`src/rtl/apb_master.sv`:
```
// APB requester: takes one command at a time from a valid/ready port and runs the
// SETUP/ACCESS sequence. It returns read data and a timeout status on a one-cycle strobe.
module apb_master #(
    parameter int ADDR_W         = 16,
    parameter int DATA_W         = 16,
    parameter int TIMEOUT_CYCLES = 16
) (
    input  logic              pclk,
    input  logic              preset,
    input  logic              cmd_valid,
    output logic              cmd_ready,
    input  logic              cmd_write,
    input  logic [ADDR_W-1:0] cmd_addr,
    input  logic [DATA_W-1:0] cmd_wdata,
    output logic              rsp_valid,
    output logic [DATA_W-1:0] rsp_rdata,
    output logic              rsp_err,
    output logic              psel,
    output logic              penable,
    output logic              pwrite,
    output logic [ADDR_W-1:0] paddr,
    output logic [DATA_W-1:0] pwdata,
    input  logic [DATA_W-1:0] prdata,
    input  logic              pready,
    output logic [1:0]        o_dbg_state
);

    // Handshake: a command is taken on a rising edge where cmd_valid and
    // cmd_ready are both 1; rsp_valid is a single-cycle strobe with no back-pressure.

    localparam int CNT_W = (TIMEOUT_CYCLES > 0) ? $clog2(TIMEOUT_CYCLES + 1) : 1;
    localparam logic [CNT_W-1:0] CNT_LIM = CNT_W'(TIMEOUT_CYCLES);

    typedef enum logic [1:0] {
        IDLE   = 2'd0,
        SETUP  = 2'd1,
        ACCESS = 2'd2
    } state_t;

    state_t            r_state, w_state_nxt;
    logic              r_psel, w_psel_nxt;
    logic              r_penable, w_penable_nxt;
    logic              r_pwrite, w_pwrite_nxt;
    logic [ADDR_W-1:0] r_paddr, w_paddr_nxt;
    logic [DATA_W-1:0] r_pwdata, w_pwdata_nxt;
    logic              r_rsp_valid, w_rsp_valid_nxt;
    logic [DATA_W-1:0] r_rsp_rdata, w_rsp_rdata_nxt;
    logic              r_rsp_err, w_rsp_err_nxt;
    logic [CNT_W-1:0]  r_cnt, w_cnt_nxt;
    logic              w_timeout;

    assign w_timeout = (TIMEOUT_CYCLES > 0) && (r_cnt == CNT_LIM);

    always_ff @(posedge pclk) begin
        if (preset) begin
            r_state     <= IDLE;
            r_psel      <= 1'b0;
            r_penable   <= 1'b0;
            r_pwrite    <= 1'b0;
            r_paddr     <= '0;
            r_pwdata    <= '0;
            r_rsp_valid <= 1'b0;
            r_rsp_rdata <= '0;
            r_rsp_err   <= 1'b0;
            r_cnt       <= '0;
        end else begin
            r_state     <= w_state_nxt;
            r_psel      <= w_psel_nxt;
            r_penable   <= w_penable_nxt;
            r_pwrite    <= w_pwrite_nxt;
            r_paddr     <= w_paddr_nxt;
            r_pwdata    <= w_pwdata_nxt;
            r_rsp_valid <= w_rsp_valid_nxt;
            r_rsp_rdata <= w_rsp_rdata_nxt;
            r_rsp_err   <= w_rsp_err_nxt;
            r_cnt       <= w_cnt_nxt;
        end
    end

    always_comb begin
        w_state_nxt     = r_state;
        w_psel_nxt      = 1'b0;
        w_penable_nxt   = 1'b0;
        w_pwrite_nxt    = r_pwrite;
        w_paddr_nxt     = r_paddr;
        w_pwdata_nxt    = r_pwdata;
        w_rsp_valid_nxt = 1'b0;
        w_rsp_rdata_nxt = r_rsp_rdata;
        w_rsp_err_nxt   = r_rsp_err;
        w_cnt_nxt       = r_cnt;
        case (r_state)
            IDLE: begin
                if (cmd_valid && cmd_ready) begin
                    w_state_nxt  = SETUP;
                    w_psel_nxt   = 1'b1;
                    w_pwrite_nxt = cmd_write;
                    w_paddr_nxt  = cmd_addr;
                    w_pwdata_nxt = cmd_write ? cmd_wdata : '0;
                end
            end
            SETUP: begin
                w_state_nxt   = ACCESS;
                w_psel_nxt    = 1'b1;
                w_penable_nxt = 1'b1;
                w_cnt_nxt     = CNT_W'(1);
            end
            ACCESS: begin
                // pready takes priority over the timeout limit in the same cycle
                if (pready) begin
                    w_state_nxt     = IDLE;
                    w_rsp_valid_nxt = 1'b1;
                    w_rsp_err_nxt   = 1'b0;
                    w_rsp_rdata_nxt = r_pwrite ? '0 : prdata;
                    w_cnt_nxt       = '0;
                end else if (w_timeout) begin
                    w_state_nxt     = IDLE;
                    w_rsp_valid_nxt = 1'b1;
                    w_rsp_err_nxt   = 1'b1;
                    w_rsp_rdata_nxt = '0;
                    w_cnt_nxt       = '0;
                end else begin
                    w_psel_nxt    = 1'b1;
                    w_penable_nxt = 1'b1;
                    if (r_cnt != '1) begin
                        w_cnt_nxt = r_cnt + CNT_W'(1);
                    end
                end
            end
            default: begin
                w_state_nxt = IDLE;
            end
        endcase
    end

    assign cmd_ready   = (r_state == IDLE) && !preset;
    assign psel        = r_psel;
    assign penable     = r_penable;
    assign pwrite      = r_pwrite;
    assign paddr       = r_paddr;
    assign pwdata      = r_pwdata;
    assign rsp_valid   = r_rsp_valid;
    assign rsp_rdata   = r_rsp_rdata;
    assign rsp_err     = r_rsp_err;
    assign o_dbg_state = r_state;

endmodule

```
`config.mk`:
```
export PLATFORM = sky130hd
export DESIGN_NAME = apb_master
export DESIGN_NICKNAME = d
export VERILOG_FILES = /design/src/rtl/apb_master.sv
export SDC_FILE = /design/constraint.sdc
export NUM_CORES = 1
export LEC_CHECK = 0
export CAP_MARGIN = 5
export CORE_MARGIN = 10
export CORE_UTILIZATION = 46
export CTS_CLUSTER_SIZE = 10
export DETAILED_ROUTE_END_ITERATION = 8
export PLACE_DENSITY = 0.85
export SETUP_SLACK_MARGIN = 0.02
export SYNTH_ARGS = -nofsm -noshare
export SYNTH_HDL_FRONTEND = slang
export SYNTH_SLANG_ARGS = --single-unit
```
`constraint.sdc`:
```
create_clock -name pclk -period 3.3 [get_ports pclk]
set_input_delay 0.99 -clock pclk [delete_from_list [all_inputs] [get_ports pclk]]
set_output_delay 0.99 -clock pclk [all_outputs]
set_load 0.005 [all_outputs]
```
Word-level counts from Yosys, hierarchy flattened. Index checks and enable logic that the tools add are counted.

Flip-flop bits (word level): 60. Output and inout port bits: 56.

$add $sub $neg: 1. Equal/unequal tests: 7. Multiplexer cells: 21. Bitwise logic cells: 1. Reduce and logical (&&, ||, !) cells: 11.

Operators by type and width (number): $mux W16 (4); $mux W5 (3); $pmux W5 S2 (1); $reduce_and A2 Y1 (4); $mux W1 (7); $mux W2 (3); $pmux W2 S3 (1); $add A5 B1 Y5 const B (1); $eq A5 B5 Y1 const B (1); $ne A5 B5 Y1 const B (1); $ne A4 B4 Y1 const B (1); $reduce_bool A2 Y1 (2); $ne A3 B3 Y1 const B (1); $pmux W1 S3 (1); $eq A2 B1 Y1 const B (1); $eq A2 B2 Y1 const B (1); $logic_and A1 B1 Y1 (2); $logic_not A2 Y1 (1); $ne A2 B2 Y1 const B (1); $pmux W1 S2 (1); $reduce_or A2 Y1 (1); $logic_not A1 Y1 (1); $not A1 Y1 (1).

Depth between registers and ports, before layout. Gate-level depths: netlist of run 1.

Word-level depth: 5. Depth in mapped cells: 7.

Worst setup path after synthesis of run 1. OpenSTA, ideal clock, no wires.

Kind: input-to-output. Start: input port preset. End: output port cmd_ready. Data arrival time: 1.401 ns. Setup slack: 0.909 ns. Cell stages on the path: 3. Path buffers: 2. Cells stage by stage: buf_2 -> buf_2 -> nor2b_1.

Word-level cells in the longest chain between the ends: 2.

Ends and longest elaborated chain: start, declared (line 9) `input logic preset,`; $logic_not A1 Y1 (line 135) `assign cmd_ready = (r_state == IDLE) && !preset;`; $logic_and A1 B1 Y1 (line 135); end, declared (line 11) `output logic cmd_ready,`.

No other way between the ends.

Worst setup path in the final report of run 1. Same ends and word-level chain as after synthesis.

==> flow_summary.html, run 1 <==
<table>
<tr><th>Metric</th><th>Value</th></tr>
<tr><th colspan="2">Synth</th></tr>
<tr><td>Number of flops mapped to enable cells by yosys</td><td>0</td></tr>
<tr><td>Mean Syn Cell Area</td><td>8.971 um2</td></tr>
<tr><td>Count of cell types in the netlist</td><td>35</td></tr>
<tr><td>Cell area after technology mapping</td><td>2584 um2</td></tr>
<tr><td>Register bit total from synthesis</td><td>60</td></tr>
<tr><td>Post-synthesis instance total</td><td>288</td></tr>
<tr><td>Yosys warning total</td><td>0</td></tr>
<tr><td>Share of async-settable or async-resettable flops after synthesis</td><td>0%</td></tr>
<tr><td>Sequential cell area fraction in the yosys report</td><td>46.49%</td></tr>
<tr><td>Largest area contributor in the synthesized netlist</td><td>sky130_fd_sc_hd__dfxtp_1</td></tr>
<tr><td>Dominant register cell in the synthesized netlist</td><td>sky130_fd_sc_hd__dfxtp_1</td></tr>
<tr><td>Net count after synthesis</td><td>350</td></tr>
<tr><td>Top-area cell type share of the netlist area</td><td>46.49%</td></tr>
<tr><td>Synth top area cells</td><td>sky130_fd_sc_hd__dfxtp_1 (46%), sky130_fd_sc_hd__nand2_1 (10%), sky130_fd_sc_hd__mux2i_1 (7.0%)</td></tr>
<tr><th colspan="2">STA</th></tr>
<tr><td>RSZ-0062 raised after global routing</td><td>false</td></tr>
<tr><td>Final Hold Viols</td><td>0</td></tr>
<tr><td>Final clock skew</td><td>0.009348 ns</td></tr>
<tr><td>Period minus WS final</td><td>2.763 ns</td></tr>
<tr><td>Post-route clock period utilization</td><td>83.74%</td></tr>
<tr><td>Worst relative slew slack</td><td>52.42%</td></tr>
<tr><td>Peak clock frequency supported by timing</td><td>361.9 MHz</td></tr>
<tr><td>Fin. max-slew vios</td><td>0</td></tr>
<tr><td>Number of setup violations in the final report</td><td>0</td></tr>
<tr><td>Worst Tran Pin Value</td><td>0.7137 ns</td></tr>
<tr><td>Sum of negative setup slack</td><td>0 ns</td></tr>
<tr><th colspan="2">Detailed routing</th></tr>
<tr><td>Via/cell ratio</td><td>5.000</td></tr>
<tr><td>Post-detailed-routing wire length</td><td>7.261 mm</td></tr>
<tr><td>Post-route DRC</td><td>0</td></tr>
<tr><td>TritonRoute pass-1 iters</td><td>4</td></tr>
<tr><td>Total via count in the routed design</td><td>2340</td></tr>
<tr><td>Count of routing violations after the opening detailed-route iteration</td><td>118</td></tr>
<tr><td>Average detailed-routed wire length per instance</td><td>15.51 um</td></tr>
<tr><td>Antenna-violating nets left</td><td>0</td></tr>
<tr><th colspan="2">Global route</th></tr>
<tr><td>Antenna violations before repair</td><td>0</td></tr>
<tr><td>Overflow left after global routing</td><td>0</td></tr>
<tr><td>Maximum number of pins on one net before global-route repair</td><td>67</td></tr>
<tr><td>Number of global-route vias before repair</td><td>2255</td></tr>
<tr><td>First-pass GRT wire length</td><td>10.97 mm</td></tr>
<tr><td>Global router's overall resource usage</td><td>15.54%</td></tr>
<tr><th colspan="2">CTS</th></tr>
<tr><td>Deepest level of the CTS H-tree</td><td>3</td></tr>
<tr><td>Clock Sinks</td><td>60</td></tr>
<tr><td>Clock root buffer</td><td>sky130_fd_sc_hd__clkbuf_8</td></tr>
<tr><td>Clock latency at the later pin of the worst-skew pair</td><td>0.34 ns</td></tr>
<tr><td>Number of buffers between clock root and the deepest sink</td><td>2</td></tr>
<tr><td>Resized cells post-CTS</td><td>0</td></tr>
<tr><td>Total setup buffers inserted after CTS</td><td>0</td></tr>
<tr><td>Clock slew seen by the registers of the worst setup and hold paths</td><td>0.07 ns</td></tr>
<tr><td>TritonCTS clock tree</td><td>done</td></tr>
<tr><td>Quantity of hold-fixing buffers added after cts</td><td>0</td></tr>
<tr><td>CTS buffer count</td><td>9</td></tr>
<tr><th colspan="2">Finish</th></tr>
<tr><td>Non-filler instance count after layout</td><td>468</td></tr>
<tr><td>Filler Cell Count</td><td>422</td></tr>
<tr><td>Count of antenna diodes in the layout</td><td>0</td></tr>
<tr><td>Final layout net count</td><td>453</td></tr>
<tr><td>Layout Area Growth over Synthesis</td><td>51.38%</td></tr>
<tr><td>Fraction of layout cells with a size suffix above 1</td><td>6.061%</td></tr>
<tr><th colspan="2">Floorplanning</th></tr>
<tr><td>Number of placement rows</td><td>27</td></tr>
<tr><td>Die Width</td><td>94.95 um</td></tr>
<tr><td>Height of the die</td><td>94.95 um</td></tr>
<tr><td>Floorplan Core Area</td><td>5473 um2</td></tr>
<tr><td>I/O Pins</td><td>109</td></tr>
<tr><td>Area enclosed by the die boundary</td><td>9015 um2</td></tr>
<tr><td>Initial core utilization</td><td>47.21%</td></tr>
<tr><th colspan="2">Outcome</th></tr>
<tr><td>Result of the run</td><td>finished, final reports clean</td></tr>
<tr><th colspan="2">Flow run</th></tr>
<tr><td>Number of maximum-capacitance violations</td><td>0</td></tr>
<tr><th colspan="2">Setup path</th></tr>
<tr><td>Data arrival, critical path</td><td>1.77 ns</td></tr>
<tr><td>CP Capture Type</td><td>output pin</td></tr>
<tr><td>Peak fanout along the critical path</td><td>3</td></tr>
<tr><td>Type of the setup path with the least slack</td><td>in -&gt; out</td></tr>
<tr><td>Worst path required time</td><td>2.31 ns</td></tr>
<tr><td>Sort of element at the start of the critical path</td><td>primary input</td></tr>
<tr><th colspan="2">Placed design</th></tr>
<tr><td>Number of instances in the placed design</td><td>452</td></tr>
<tr><td>Detailed-placement wirelength estimate</td><td>5.234 mm</td></tr>
<tr><td>Final estimated routing congestion in global placement</td><td>0.8156</td></tr>
<tr><td>Port Buf Inserts</td><td>108</td></tr>
<tr><th colspan="2">Power</th></tr>
<tr><td>Cell area power density</td><td>582.1 nW/um2</td></tr>
<tr><td>VDD IR-drop max</td><td>0.3865 mV</td></tr>
<tr><td>Leakage power figure</td><td>0.001580 uW</td></tr>
<tr><th colspan="2">Hold path</th></tr>
<tr><td>Type of the worst min-delay path</td><td>reg -&gt; reg</td></tr>
</table>
==> stage by stage <==
step | worst slack [ns] | utilization, % | instance area [um2] | hold slack [ns] | total power, uW
after global placement | 0.5167 | 66.92 | 3662 | 0.4386 | 1465
after CTS | 0.5181 | 71.47 | 3911 | 0.4529 | 2300
after global routing | 0.4779 | 71.47 | 3911 | 0.4641 | 2393
after detailed placement | 0.5336 | 66.92 | 3662 | 0.4434 | 1484
after floorplan | 0.9089 | - | 2584 | 0.4483 | 1189
final | 0.5367 | 71.47 | 3911 | 0.4512 | 2277
==> kinds of logic (layout without fill, tap and decap cells) <==
family          Yosys count  count (layout)  synth area share [%]
compound gates           29              29                 6.587
fa+ha+maj                 9               9                 4.358
buf+inv                  27             135                 5.569
flops                    60              60                 46.49
mux                      19              19                 7.409
simple gates            144             144                 29.59
==> cells in the mapped netlist, types with 2 or more instances <==
cell type	count
sky130_fd_sc_hd__nand2_1	69
sky130_fd_sc_hd__dfxtp_1	60
sky130_fd_sc_hd__nand2b_1	23
sky130_fd_sc_hd__a21oi_1	20
sky130_fd_sc_hd__mux2i_1	18
sky130_fd_sc_hd__nand3_1	18
sky130_fd_sc_hd__nand3b_1	18
sky130_fd_sc_hd__buf_2	12
sky130_fd_sc_hd__ha_1	9
sky130_fd_sc_hd__inv_1	7
sky130_fd_sc_hd__clkbuf_1	5
sky130_fd_sc_hd__a31oi_1	3
sky130_fd_sc_hd__nor2b_1	3
sky130_fd_sc_hd__o32ai_1	2
==> state kept, by name (all words and copies together), names as in the netlist <==
signal,count
paddr,16
rsp_rdata,16
r_cnt,5
rsp_err,1
penable,1
psel,1
pwrite,1
o_dbg_state,2
rsp_valid,1
pwdata,16
==> placed cells by master (no fill, tap or decap), types with 2 or more instances in the layout <==
master	n
sky130_fd_sc_hd__a31oi_1	3
sky130_fd_sc_hd__o32ai_1	2
sky130_fd_sc_hd__mux2i_1	18
sky130_fd_sc_hd__clkdlybuf4s50_1	107
sky130_fd_sc_hd__bufinv_16	3
sky130_fd_sc_hd__nand2b_1	23
sky130_fd_sc_hd__a21oi_1	20
sky130_fd_sc_hd__clkbuf_8	10
sky130_fd_sc_hd__ha_1	9
sky130_fd_sc_hd__dfxtp_1	60
sky130_fd_sc_hd__inv_1	7
sky130_fd_sc_hd__buf_4	4
sky130_fd_sc_hd__nand3_1	18
sky130_fd_sc_hd__nor2b_1	3
sky130_fd_sc_hd__nand3b_1	18
sky130_fd_sc_hd__nand2_1	69
==> layer usage <==
layer	vias up	wire, um	GRT usage (%)
met2	92	3260	23.63
met5	-	0	0
li1	1173	-	-
met4	0	99	6.484
met3	9	828	8.406
met1	1066	3072	17.84
==> worst max-delay path: stages <==
cell and delay [ns]:
sky130_fd_sc_hd__buf_2 0.12, sky130_fd_sc_hd__nor2b_1 0.14, sky130_fd_sc_hd__clkdlybuf4s50_1 0.52
==> worst paths after layout <==
path                        from        end  slack, ns  depth (start not counted)
hold reg to reg        pwdata[3]  pwdata[3]       0.45                          2
hold / removal         pwdata[3]  pwdata[3]       0.45                          2
setup reg to reg  o_dbg_state[1]  paddr[10]       1.44                          6
setup / recovery          preset  cmd_ready       0.54                          3
==> power breakdown <==
group	internal (uW)	total, uW	switching (uW)	leakage [uW]
clock	522	814	293	0.000122
combinational	331	599	268	0.000969
sequential	808	863	55.1	0.000488
total	1660	2280	616	0.00158
==> final cells by class <==
cell class,instances,area [um2],area share [%]
Clock buffer,10,137.6,3.519
Clock inverter,6,111.4,2.847
Inverter,7,26.28,0.6718
Multi-Input combinational cell,201,1239,31.67
Sequential cell,60,1201,30.71
Tap cell,72,90.09,2.303
Timing Repair Buffer,112,1106,28.28
Note: power is estimated with default switching activity, not from simulation.
==> run 2, diff against run 1 <==
--- a/config.mk
+++ b/config.mk
@@ -7,10 +7,10 @@
 export LEC_CHECK = 0
 export CAP_MARGIN = 5
 export CORE_MARGIN = 10
-export CORE_UTILIZATION = 46
+export CORE_UTILIZATION = 38
 export CTS_CLUSTER_SIZE = 10
 export DETAILED_ROUTE_END_ITERATION = 8
-export PLACE_DENSITY = 0.85
+export PLACE_DENSITY = 0.75
 export SETUP_SLACK_MARGIN = 0.02
 export SYNTH_ARGS = -nofsm -noshare
 export SYNTH_HDL_FRONTEND = slang
==> constraint.sdc (replaced) <==
create_clock -name pclk -period 2.3 [get_ports pclk]
set_input_delay 0.69 -clock pclk [delete_from_list [all_inputs] [get_ports pclk]]
set_output_delay 0.69 -clock pclk [all_outputs]
set_load 0.005 [all_outputs]
==> flow_summary.html, run 2 (synthesis gave the netlist of run 1 again) <==
<table>
<tr><th>Metric</th><th>Value</th></tr>
<tr><th colspan="2">Setup path</th></tr>
<tr><td>Type of the setup path with the least slack</td><td>reg -&gt; out (was in -&gt; out)</td></tr>
<tr><td>Data arrival, critical path</td><td>1.34 ns (was 1.77 ns)</td></tr>
<tr><td>Worst path required time</td><td>1.61 ns (was 2.31 ns)</td></tr>
<tr><td>CP Capture Type</td><td>output pin (unchanged)</td></tr>
<tr><td>Peak fanout along the critical path</td><td>5 (was 3)</td></tr>
<tr><td>Sort of element at the start of the critical path</td><td>flop (was primary input)</td></tr>
<tr><th colspan="2">Floorplanning</th></tr>
<tr><td>Initial core utilization</td><td>40.00% (was 47.21%)</td></tr>
<tr><td>Area enclosed by the die boundary</td><td>10500 um2 (was 9015 um2)</td></tr>
<tr><td>Die Width</td><td>102.5 um (was 94.95 um)</td></tr>
<tr><td>Height of the die</td><td>102.5 um (was 94.95 um)</td></tr>
<tr><td>I/O Pins</td><td>109 (unchanged)</td></tr>
<tr><td>Number of placement rows</td><td>29 (was 27)</td></tr>
<tr><td>Floorplan Core Area</td><td>6459 um2 (was 5473 um2)</td></tr>
<tr><th colspan="2">Power</th></tr>
<tr><td>Share of power burned in combinational logic</td><td>29.9% (was 26.3%)</td></tr>
<tr><td>Leakage power figure</td><td>0.001606 uW (was 0.001580 uW)</td></tr>
<tr><td>Register share of total power</td><td>39.3% (was 37.9%)</td></tr>
<tr><td>VDD IR-drop max</td><td>0.3908 mV (was 0.3865 mV)</td></tr>
<tr><td>Portion of total power attributed to the clock network</td><td>30.7% (was 35.8%)</td></tr>
<tr><td>Power Internal</td><td>2247 uW (was 1661 uW)</td></tr>
<tr><td>Switching power share of the total</td><td>28.40% (was 27.06%)</td></tr>
<tr><td>Cell area power density</td><td>795.9 nW/um2 (was 582.1 nW/um2)</td></tr>
<tr><td>Sw power</td><td>891.2 uW (was 616.1 uW)</td></tr>
<tr><th colspan="2">Hold path</th></tr>
<tr><td>Type of the worst min-delay path</td><td>reg -&gt; reg (unchanged)</td></tr>
<tr><th colspan="2">Detailed routing</th></tr>
<tr><td>Via/cell ratio</td><td>4.870 (was 5.000)</td></tr>
<tr><td>Count of routing violations after the opening detailed-route iteration</td><td>123 (was 118)</td></tr>
<tr><td>Average detailed-routed wire length per instance</td><td>15.09 um (was 15.51 um)</td></tr>
<tr><td>TritonRoute pass-1 iters</td><td>4 (unchanged)</td></tr>
<tr><td>Post-route DRC</td><td>0 (unchanged)</td></tr>
<tr><td>Antenna-violating nets left</td><td>0 (unchanged)</td></tr>
<tr><td>Total via count in the routed design</td><td>2328 (was 2340)</td></tr>
<tr><td>Post-detailed-routing wire length</td><td>7.211 mm (was 7.261 mm)</td></tr>
<tr><th colspan="2">STA</th></tr>
<tr><td>Sum of negative setup slack</td><td>0 ns (unchanged)</td></tr>
<tr><td>Period minus WS final</td><td>2.031 ns</td></tr>
<tr><td>RSZ-0062 raised after global routing</td><td>false (unchanged)</td></tr>
<tr><td>Worst Tran Pin Value</td><td>0.6001 ns (was 0.7137 ns)</td></tr>
<tr><td>Final clock skew</td><td>0.004660 ns (was 0.009348 ns)</td></tr>
<tr><td>Final Hold Viols</td><td>0 (unchanged)</td></tr>
<tr><td>Number of setup violations in the final report</td><td>0 (unchanged)</td></tr>
<tr><td>Post-route clock period utilization</td><td>88.31%</td></tr>
<tr><td>Worst relative slew slack</td><td>59.87% (was 52.42%)</td></tr>
<tr><td>Fin. max-slew vios</td><td>0 (unchanged)</td></tr>
<tr><td>Peak clock frequency supported by timing</td><td>492.4 MHz</td></tr>
<tr><th colspan="2">Global route</th></tr>
<tr><td>GR Util met3</td><td>7.895% (was 8.406%)</td></tr>
<tr><td>Maximum number of pins on one net before global-route repair</td><td>68 (was 67)</td></tr>
<tr><td>Number of global-route vias before repair</td><td>2344 (was 2255)</td></tr>
<tr><td>Overflow left after global routing</td><td>0 (unchanged)</td></tr>
<tr><td>Global router's overall resource usage</td><td>13.71% (was 15.54%)</td></tr>
<tr><td>First-pass GRT wire length</td><td>11.41 mm (was 10.97 mm)</td></tr>
<tr><td>Global routing's busiest layer</td><td>met2 (unchanged)</td></tr>
<tr><td>Met1 track utilization from global routing</td><td>15.19% (was 17.84%)</td></tr>
<tr><td>Antenna violations before repair</td><td>0 (unchanged)</td></tr>
<tr><td>Global-route track usage on met2</td><td>20.85% (was 23.63%)</td></tr>
<tr><th colspan="2">CTS</th></tr>
<tr><td>Clock Sinks</td><td>60 (unchanged)</td></tr>
<tr><td>CTS buffer count</td><td>9 (unchanged)</td></tr>
<tr><td>Number of buffers between clock root and the deepest sink</td><td>2 (unchanged)</td></tr>
<tr><td>Deepest level of the CTS H-tree</td><td>3 (unchanged)</td></tr>
<tr><td>Quantity of hold-fixing buffers added after cts</td><td>0 (unchanged)</td></tr>
<tr><td>Clock root buffer</td><td>sky130_fd_sc_hd__clkbuf_8 (unchanged)</td></tr>
<tr><td>TritonCTS clock tree</td><td>done (unchanged)</td></tr>
<tr><td>Clock latency at the later pin of the worst-skew pair</td><td>0.33 ns (was 0.34 ns)</td></tr>
<tr><td>Clock slew seen by the registers of the worst setup and hold paths</td><td>0.07 ns (about the same)</td></tr>
<tr><th colspan="2">Placed design</th></tr>
<tr><td>Number of instances in the placed design</td><td>462 (was 452)</td></tr>
<tr><td>Detailed-placement wirelength estimate</td><td>5.304 mm (was 5.234 mm)</td></tr>
<tr><td>Final estimated routing congestion in global placement</td><td>0.7696 (was 0.8156)</td></tr>
<tr><td>Port Buf Inserts</td><td>108 (unchanged)</td></tr>
<tr><th colspan="2">Finish</th></tr>
<tr><td>Most used cells in the layout excluding fill and tap cells</td><td>sky130_fd_sc_hd__clkdlybuf4s50_1 (106), sky130_fd_sc_hd__nand2_1 (69), sky130_fd_sc_hd__dfxtp_1 (59) (was sky130_fd_sc_hd__clkdlybuf4s50_1 (107), sky130_fd_sc_hd__nand2_1 (69), sky130_fd_sc_hd__dfxtp_1 (60))</td></tr>
<tr><td>Layout Area Growth over Synthesis</td><td>52.59% (was 51.38%)</td></tr>
<tr><td>Commonest non-fill, non-tap cell in the layout</td><td>sky130_fd_sc_hd__clkdlybuf4s50_1 (unchanged)</td></tr>
<tr><td>Fraction of layout cells with a size suffix above 1</td><td>7.980% (was 6.061%)</td></tr>
<tr><td>Filler Cell Count</td><td>542 (was 422)</td></tr>
<tr><td>Non-filler instance count after layout</td><td>478 (was 468)</td></tr>
<tr><td>Final layout net count</td><td>458 (was 453)</td></tr>
<tr><td>Area taken by flip-flops and latches</td><td>1205 um2 (was 1201 um2)</td></tr>
<tr><td>Count of antenna diodes in the layout</td><td>0 (unchanged)</td></tr>
<tr><td>Multi-input combinational cell area</td><td>1251 um2 (was 1239 um2)</td></tr>
<tr><th colspan="2">Flow run</th></tr>
<tr><td>Number of maximum-capacitance violations</td><td>0 (unchanged)</td></tr>
<tr><th colspan="2">Outcome</th></tr>
<tr><td>Result of the run</td><td>finished, final reports clean (unchanged)</td></tr>
</table>
[run 2: timing repair]
item / CTS / global route
resized for setup: 6 / 2
setup buffers: 0 / 0
setup endpoints to repair: 1 / 1
[run 2: cell type report]
| type | count | area share (%) |
|---|---|---|
| repair buffers | 117 | 29.39 |
| clock inverters | 4 | 1.206 |
| inverters | 7 | 0.7299 |
| well taps | 77 | 2.444 |
| multi-input cells | 201 | 31.74 |
| clock buffers | 12 | 3.935 |
| flip-flops and latches | 60 | 30.56 |
[run 2: stage by stage]
step / hold slack (ns) / total power (uW) / setup WS, ns / util [%] / cell area, um2
final: 0.4525 / 3138 / 0.2690 / 61.04 / 3943
after detailed placement: 0.4451 / 2167 / 0.1824 / 57.57 / 3719
after CTS: 0.4544 / 3182 / 0.04044 / 60.96 / 3938
after floorplan: 0.4483 / 1706 / 0.5089 / - / 2584
after global routing: 0.4625 / 3324 / 0.2039 / 61.04 / 3943
after global placement: 0.4389 / 2152 / 0.2018 / 57.57 / 3719
[run 2: layer usage]
metal	part of all wire, %	up-vias
li1	-	1179
met1	42	1041
met2	44	95
met3	12	13
met4	1.8	0
met5	0	-
[run 2: power groups by stage]
stage               logic (uW)  clock network (uW)  registers (uW)
detailed placement         916                   0            1250
floorplan                  443                   0            1260
finish                     939                 965            1230
global route              1030                1040            1250
CTS                        956                 992            1230
global placement           907                   0            1240
[run 2: path summary, 6_finish.rpt]
kind                            depth (start not counted)            from              to  slack [ns]
worst max-delay path                                    2  o_dbg_state[0]  o_dbg_state[0]        0.27
worst min-delay path                                    2       pwdata[3]       pwdata[3]        0.45
worst max register to register                          6        r_cnt[0]        r_cnt[0]        0.47
worst min register to register                          2       pwdata[3]       pwdata[3]        0.45
[run 2: critical path, cell delays in order, from the launching register on]
cell and delay, ns:
sky130_fd_sc_hd__dfxtp_1 0.35, sky130_fd_sc_hd__buf_4 0.15, sky130_fd_sc_hd__clkdlybuf4s50_1 0.52
